===== src/rtl/ysyx_22050019_pkg.sv =====
// Shared types and constants for the ysyx_22050019 instruction fetch path.
package ysyx_22050019_pkg;

  typedef enum logic [1:0] {
    ST_IDLE = 2'd0,
    ST_ADDR = 2'd1,
    ST_DATA = 2'd2,
    ST_HOLD = 2'd3
  } ifetch_state_e;

  localparam logic [1:0] AXI_RESP_OKAY = 2'b00;
  localparam logic [2:0] ARPROT_INST   = 3'b100;

endpackage


===== src/rtl/ysyx_22050019_ifetch_axi.sv =====
// AXI4-Lite read master feeding the IFU: one outstanding fetch, lane select
// from a 64-bit beat, redirect flush that swallows an in-flight beat.
module ysyx_22050019_ifetch_axi
  import ysyx_22050019_pkg::*;
#(
  parameter int AXI_ADDR_W = 32,
  parameter int AXI_DATA_W = 64,
  parameter int INST_W     = 32
) (
  input  logic                  clk,
  input  logic                  rst_n,
  input  logic                  req_valid,
  output logic                  req_ready,
  input  logic [63:0]           req_addr,
  input  logic                  flush,
  output logic                  inst_valid,
  input  logic                  inst_ready,
  output logic [INST_W-1:0]     inst_o,
  output logic [63:0]           inst_addr_o,
  output logic                  inst_err_o,
  output logic [AXI_ADDR_W-1:0] m_axi_araddr,
  output logic                  m_axi_arvalid,
  input  logic                  m_axi_arready,
  output logic [2:0]            m_axi_arprot,
  input  logic [AXI_DATA_W-1:0] m_axi_rdata,
  input  logic [1:0]            m_axi_rresp,
  input  logic                  m_axi_rvalid,
  output logic                  m_axi_rready
);

  ifetch_state_e         state_q, state_d;
  logic [63:0]           pc_q, pc_d;
  logic [AXI_ADDR_W-1:0] araddr_q, araddr_d;
  logic                  arvalid_q, arvalid_d;
  logic [INST_W-1:0]     inst_q, inst_d;
  logic [63:0]           inst_addr_q, inst_addr_d;
  logic                  err_q, err_d;
  logic                  drop_q, drop_d;

  always_ff @(posedge clk or negedge rst_n) begin
    if (!rst_n) begin
      state_q     <= ST_IDLE;
      pc_q        <= '0;
      araddr_q    <= '0;
      arvalid_q   <= 1'b0;
      inst_q      <= '0;
      inst_addr_q <= '0;
      err_q       <= 1'b0;
      drop_q      <= 1'b0;
    end else begin
      state_q     <= state_d;
      pc_q        <= pc_d;
      araddr_q    <= araddr_d;
      arvalid_q   <= arvalid_d;
      inst_q      <= inst_d;
      inst_addr_q <= inst_addr_d;
      err_q       <= err_d;
      drop_q      <= drop_d;
    end
  end

  always_comb begin
    state_d     = state_q;
    pc_d        = pc_q;
    araddr_d    = araddr_q;
    arvalid_d   = arvalid_q;
    inst_d      = inst_q;
    inst_addr_d = inst_addr_q;
    err_d       = err_q;
    drop_d      = drop_q;
    req_ready   = 1'b0;

    unique case (state_q)
      ST_IDLE: req_ready = 1'b1;
      ST_ADDR: begin
        // arvalid may not be withdrawn once raised; remember the flush instead
        if (flush) drop_d = 1'b1;
        if (m_axi_arready) begin
          arvalid_d = 1'b0;
          state_d   = ST_DATA;
        end
      end
      ST_DATA: begin
        if (m_axi_rvalid) begin
          drop_d = 1'b0;
          if (drop_q || flush) begin
            state_d = ST_IDLE;
          end else begin
            inst_d      = pc_q[2] ? m_axi_rdata[2*INST_W-1:INST_W] : m_axi_rdata[INST_W-1:0];
            inst_addr_d = pc_q;
            err_d       = (m_axi_rresp != AXI_RESP_OKAY);
            state_d     = ST_HOLD;
          end
        end else if (flush) begin
          drop_d = 1'b1;
        end
      end
      ST_HOLD: begin
        req_ready = inst_ready || flush;
        if (req_ready) state_d = ST_IDLE;
      end
      default: state_d = ST_IDLE;
    endcase

    // A new request overrides whatever the state logic chose, including flush.
    if (req_valid && req_ready) begin
      pc_d   = req_addr;
      drop_d = 1'b0;
      if (req_addr[1:0] != 2'b00) begin
        state_d     = ST_HOLD;
        inst_d      = '0;
        inst_addr_d = req_addr;
        err_d       = 1'b1;
      end else begin
        state_d   = ST_ADDR;
        araddr_d  = {req_addr[AXI_ADDR_W-1:3], 3'b000};
        arvalid_d = 1'b1;
      end
    end
  end

  assign m_axi_araddr  = araddr_q;
  assign m_axi_arvalid = arvalid_q;
  assign m_axi_arprot  = ARPROT_INST;
  assign m_axi_rready  = (state_q == ST_DATA);
  assign inst_valid    = (state_q == ST_HOLD);
  assign inst_o        = inst_q;
  assign inst_addr_o   = inst_addr_q;
  assign inst_err_o    = err_q;

endmodule


===== config.mk =====
export PLATFORM = sky130hd
export DESIGN_NAME = ysyx_22050019_ifetch_axi
export DESIGN_NICKNAME = d
export VERILOG_FILES = /design/src/rtl/ysyx_22050019_pkg.sv /design/src/rtl/ysyx_22050019_ifetch_axi.sv
export SDC_FILE = /design/constraint.sdc
export NUM_CORES = 1
export LEC_CHECK = 0
export ABC_AREA = 1
export ABC_CLOCK_PERIOD_IN_PS = 1950
export CORE_MARGIN = 8
export CORE_UTILIZATION = 44
export DETAILED_ROUTE_END_ITERATION = 10
export MAX_ROUTING_LAYER = met4
export PLACE_DENSITY = 0.76
export SYNTH_ARGS = -nofsm -noshare
export SYNTH_HDL_FRONTEND = slang
export SYNTH_SLANG_ARGS = --single-unit

===== constraint.sdc =====
create_clock -name clk -period 1.95 [get_ports clk]
set_input_delay 0.195 -clock clk [delete_from_list [all_inputs] [get_ports clk]]
set_output_delay 0.195 -clock clk [all_outputs]
set_load 0.005 [all_outputs]

# After elaboration in Yosys (flattened, before gate mapping)
# Cells that the tools add are included.
# word_totals
out_inout_bits,136
latch_bits,0
memories,0
register_bits,194
rom_bits,0
elab_cells,57
mem_bits_rw,0
# op_classes
reduce_logical,10
n_addsub,0
n_bitwise,1
n_eq_ne,6
n_mul,0
n_shift,0
order_cmp,0
n_mux,32
div_mod_pow,0
# ops
operator,n
64-bit two-way mux,5
32-bit two-way mux,6
1-bit two-way mux,12
2-bit two-way mux,6
2-bit one-hot mux with 3 select lines,1
"2-bit == test, second input constant",2
1-bit one-hot mux with 2 select lines,2
4-bit AND reduction,1
2-bit nonzero test,2
4-bit nonzero test,1
"3-bit by 1-bit != test with 1-bit output, second input constant",1
"3-bit by 2-bit != test with 1-bit output, second input constant",1
"3-bit != test, second input constant",1
3-bit nonzero test,1
"2-bit by 1-bit == test with 1-bit output, second input constant",1
2-bit zero test,1
1-bit logical OR,2
2-bit AND reduction,1
1-bit logical AND,1
1-bit NOT,1

# Logic depth before layout (Yosys ltp)
# depth
ltp_word,6
ltp_mapped,10
mapped_depth_nobuf,9

# Worst setup path before layout
# No wires, ideal clock.
# synth_timing
kind,reg-to-reg
from,register state_q[0]
to,register inst_q[30] (netlist: inst_o[30])
path_stages_with_launch,10
setup_slack_ns,0.346
setup_ns,0.120
arrival_ns,1.484
t_required_ns,1.830
cell_sequence,dfrtp_1 inv_1 ha_1 nand4_2 buf_4 buf_6 nand2_1 inv_1 o21ai_0 inv_1
# synth_between
elab_chain_cells,4
word_cells_on_any_way,8
classes_between,eq/ne (2); mux (4); reduce/logical (2)
# synth_rtl
item,line,source
start: declaration,ysyx_22050019_ifetch_axi.sv:31,"ifetch_state_e state_q, state_d;"
start signal: assignment,ysyx_22050019_ifetch_axi.sv:51,state_q <= state_d;
2-bit == test *,n/a,
net m_axi_rready,ysyx_22050019_ifetch_axi.sv:28,output logic m_axi_rready
32-bit two-way mux *,ysyx_22050019_ifetch_axi.sv:73,unique case (state_q)
32-bit two-way mux,ysyx_22050019_ifetch_axi.sv:109,if (req_addr[1:0] != 2'b00) begin
32-bit two-way mux *,ysyx_22050019_ifetch_axi.sv:106,if (req_valid && req_ready) begin
net inst_d[30],ysyx_22050019_ifetch_axi.sv:35,"logic [INST_W-1:0] inst_q, inst_d;"
end signal: assignment,ysyx_22050019_ifetch_axi.sv:55,inst_q <= inst_d;
end: declaration,ysyx_22050019_ifetch_axi.sv:35,
# The timed path passes the listed nets; every way through them passes the cells marked *.
# A chain may end at the register's enable or synchronous reset.

# Final worst setup path
# layout_timing
from,register state_q[1]
to,output port inst_valid
# layout_between
elab_chain_cells,1
# layout_rtl
item,line,source
2-bit == test,ysyx_22050019_ifetch_axi.sv:126,assign inst_valid = (state_q == ST_HOLD);
end: declaration,ysyx_22050019_ifetch_axi.sv:16,"output logic inst_valid,"
# No other way between the ends.

==> out/qor.yml <==
outcome: "finished clean"
io_buffer_count: 266
syn_area_mm2: 0.00890
ys_seq_area_frac: 0.545
swShare: 0.355
synthSimpleGateAreaFrac: 0.218
fin_skew_ns: 0.0131
synth_xor_area_frac: 0
endpoint: "inst_valid"
grt_max_degree: 60
nets: 1528
grt_overflow: 0
comb_power_share: 0.420
grt_busiest_layer: "met2"
p_int_uw: 11100
slowest_stage: "clkdlybuf4s50_1"
cp_data_arrival_time_ns: 1.64
cts.sinks: 194
pre_cts_slack_ns: 0.116
h-tree-depth: 4
dp_hpwl_um: 18200
die_x_um: 158
vias: 7915
setup_violations: 0
fmax_ghz: 0.545
first_pass_iters: 4
cts_tree: "built"
tns_ns: 0
worst_slack_ns: 0.114
synth_top_area_frac: 0.545
power.switching_uw: 6110
cts-root-buf: "clkbuf_16"
die_h_um: 158
synth.area.mux_share: 0
synth.avg_cell_area_um2: 7.80
clk_latency_ns: 0.42
grt_util_met1: 0.250
start_util: 0.444
drt-wirelength-per-cell_um: 15.0
clkPwrFrac: 0.197
path_cells: "ha_2, clkdlybuf4s50_1"
p_per_area_mw_per_mm2: 1370
finalInstanceArea_mm2: 0.0125
slowest_delay_ns: 0.58
reg2reg_to: "m_axi_araddr[19]$_DFFE_PN0P_"
synth_seq_cells: 194
synthArstFlopShare: 1.00
drt_wl_total_um: 25200
startpoint: "state_q[1]$_DFFE_PN0P_"
drive_above_1_share: 0.0514
synth_compound_area_frac: 0.129
endpoint_kind: "output pin"
rows: 52
min_period_ns: 1.84
grt_util_met3: 0.0718
syn_inst: 1141
rr_startpoint: "state_q[0]$_DFFE_PN0P_"
antenna_found_initial: 2
gp_congestion: 0.818
coreArea_mm2: 0.0200
yosysTopAreaCell: "dfrtp_1"
dpl_cell_area_mm2: 0.0119
first_iter_violations: 426
ant_nets: 0
ios: 273
crit_fanout: 5
synthTopCellsByArea: "dfrtp_1 (55%), nand2_1 (21%), o21ai_0 (11%), inv_1 (5.7%), a21oi_1 (1.9%)"
critical_path_required_ns: 1.75
rsz0062_at_grt: "false"
finalPower_uw: 17200
die-area_mm2: 0.0250
ys_warn_count: 0
cts-buffers-inserted: 17
synth_edf_count: 0
hold_viol_final: 0
fillers: 1745
synth_ff_type: "dfrtp_1"
cts_buffer_depth: 2
cp-start-kind: "register"
p_leak_uw: 0.00655
clk_pin_slew_worst_paths_ns: 0.08
post_cts_buffers: 0
grt_usage: 0.206
synth_fa_ha_area_frac: 0.00562
r2r_cells: 7
grt_pass1_wl_um: 39800
reg2reg_slack_ns: 0.15
viasPerCell: 4.73
synth_top_family_by_area: "simple AND/OR/NAND/NOR gates"
power.share.sequential: 0.384
finalCritPeriodShare: 0.942
slew_violations: 0
crit_type: "register to output pin"
cap_violations: 0
ir_worst_vdd_uv: 812
hold_path_class: "input pin to async pin"
dp.cells: 1637
instances_no_fill: 1672
syn_to_final_growth_pct: 40.9
grt_util_met2: 0.325
remaining_drc_errors: 0
grt_pass1_vias: 7731
synth_cell_types: 22
[cell usage after synthesis (2+ instances only)]
cell type and number:
nand2_1 488, dfrtp_1 194, o21ai_0 188, inv_1 135, a21oi_1 34, buf_2 31
clkbuf_1 21, buf_4 17, nand3_1 6, o21ai_1 5, ha_1 4, nor2_1 4
buf_6 2, clkbuf_2 2, conb_1 2, nand4_2 2
[repair_timing]
item                                    4_1_cts  5_1_grt
endpoints found under the setup margin        2        3
hold buffers                                  1        0
gates resized for setup                       2        5
endpoints found under the hold margin        33        0
pin swaps                                     0        0
[routing by layer]
layer  vias up  share of wire
li1       3984              -
met1      3667           0.43
met2       248           0.46
met3        16           0.10
met4         0          0.014
met5         -              0
[power groups by stage]
stage,combinational (uW),clock (uW),sequential (uW)
after floorplan,3500,0,6630
after global placement,7140,0,6610
after detailed placement,7310,0,6650
after CTS,7330,3510,6610
after global routing,8180,3670,6810
final,7230,3380,6600
[state kept, by name, summed over array words and instances, names as in the netlist]
register,flops
inst_addr_o,64
drop_q,1
m_axi_araddr,29
inst_o,32
inst_err_o,1
m_axi_arvalid,1
state_q,2
pc_q,64
[layout by cell type, fill, tap and decap left out]
cell and count:
conb_1 6, buf_12 14, clkbuf_8 2, a21oi_1 34
nor2_1 3, clkinvlp_4 1, clkbuf_2 1, o21ai_1 5
clkdlybuf4s50_1 263, buf_6 2, diode_2 2, nand2_1 488
clkinv_8 3, inv_2 1, dlygate4sd2_1 1, nor2_2 1
buf_4 13, nand2_2 1, inv_1 135, inv_8 3
inv_6 1, ha_2 1, nand4_4 2, or2_1 1
nand3_4 1, dfrtp_1 194, ha_1 3, or2_2 1
o21ai_0 188, clkinv_2 1, clkbuf_16 17, clkinv_4 5
nand3_1 6, dlygate4sd3_1 1, o21ai_2 1
[critical path, delay by kind of cell, from the launching register on]
kind | cells | cell delay [ns]
fa+ha+maj | 1 | 0.25
buf+inv | 1 | 0.58
flops | 1 | 0.40
[worst min-delay path by stage]
stage          slack (ns)  cells after the start  startpoint                      endpoint
6_report             0.24                      2       rst_n  m_axi_araddr[23]$_DFFE_PN0P_
3_3_place_gp         0.14                      1       rst_n  m_axi_araddr[23]$_DFFE_PN0P_
3_5_place_dp         0.14                      1       rst_n  m_axi_araddr[29]$_DFFE_PN0P_
4_1_cts              0.24                      2       rst_n  m_axi_araddr[23]$_DFFE_PN0P_
5_1_grt              0.24                      2       rst_n  m_axi_araddr[23]$_DFFE_PN0P_
2_1_floorplan       -0.10                      0       rst_n            drop_q$_DFFE_PN0P_
[stage by stage]
stage	util	hold slack (ns)
floorplan	-	-0.101
global placement	0.596	0.140
detailed placement	0.596	0.144
CTS	0.625	0.241
global route	0.626	0.244
finish	0.626	0.239
[area by class of cell]
class                           count  area [um2]  share of cell area
Sequential cell                   194        4850               0.387
Antenna cell                        2        5.00            0.000399
Tap cell                          270         338              0.0269
Clock inverter                     14         148              0.0118
Inverter                          136         510              0.0407
Clock buffer                       18         439              0.0350
Timing Repair Buffer              296        3070               0.245
Multi-Input combinational cell    742        3180               0.253
[cell families after synthesis]
| kind of cell | Yosys count |
|---|---|
| compound gates | 228 |
| fa+ha+maj | 4 |
| buf+inv | 209 |
| flops | 194 |
| other cells | 2 |
| simple gates | 504 |
(Power assumes the default switching activity.)
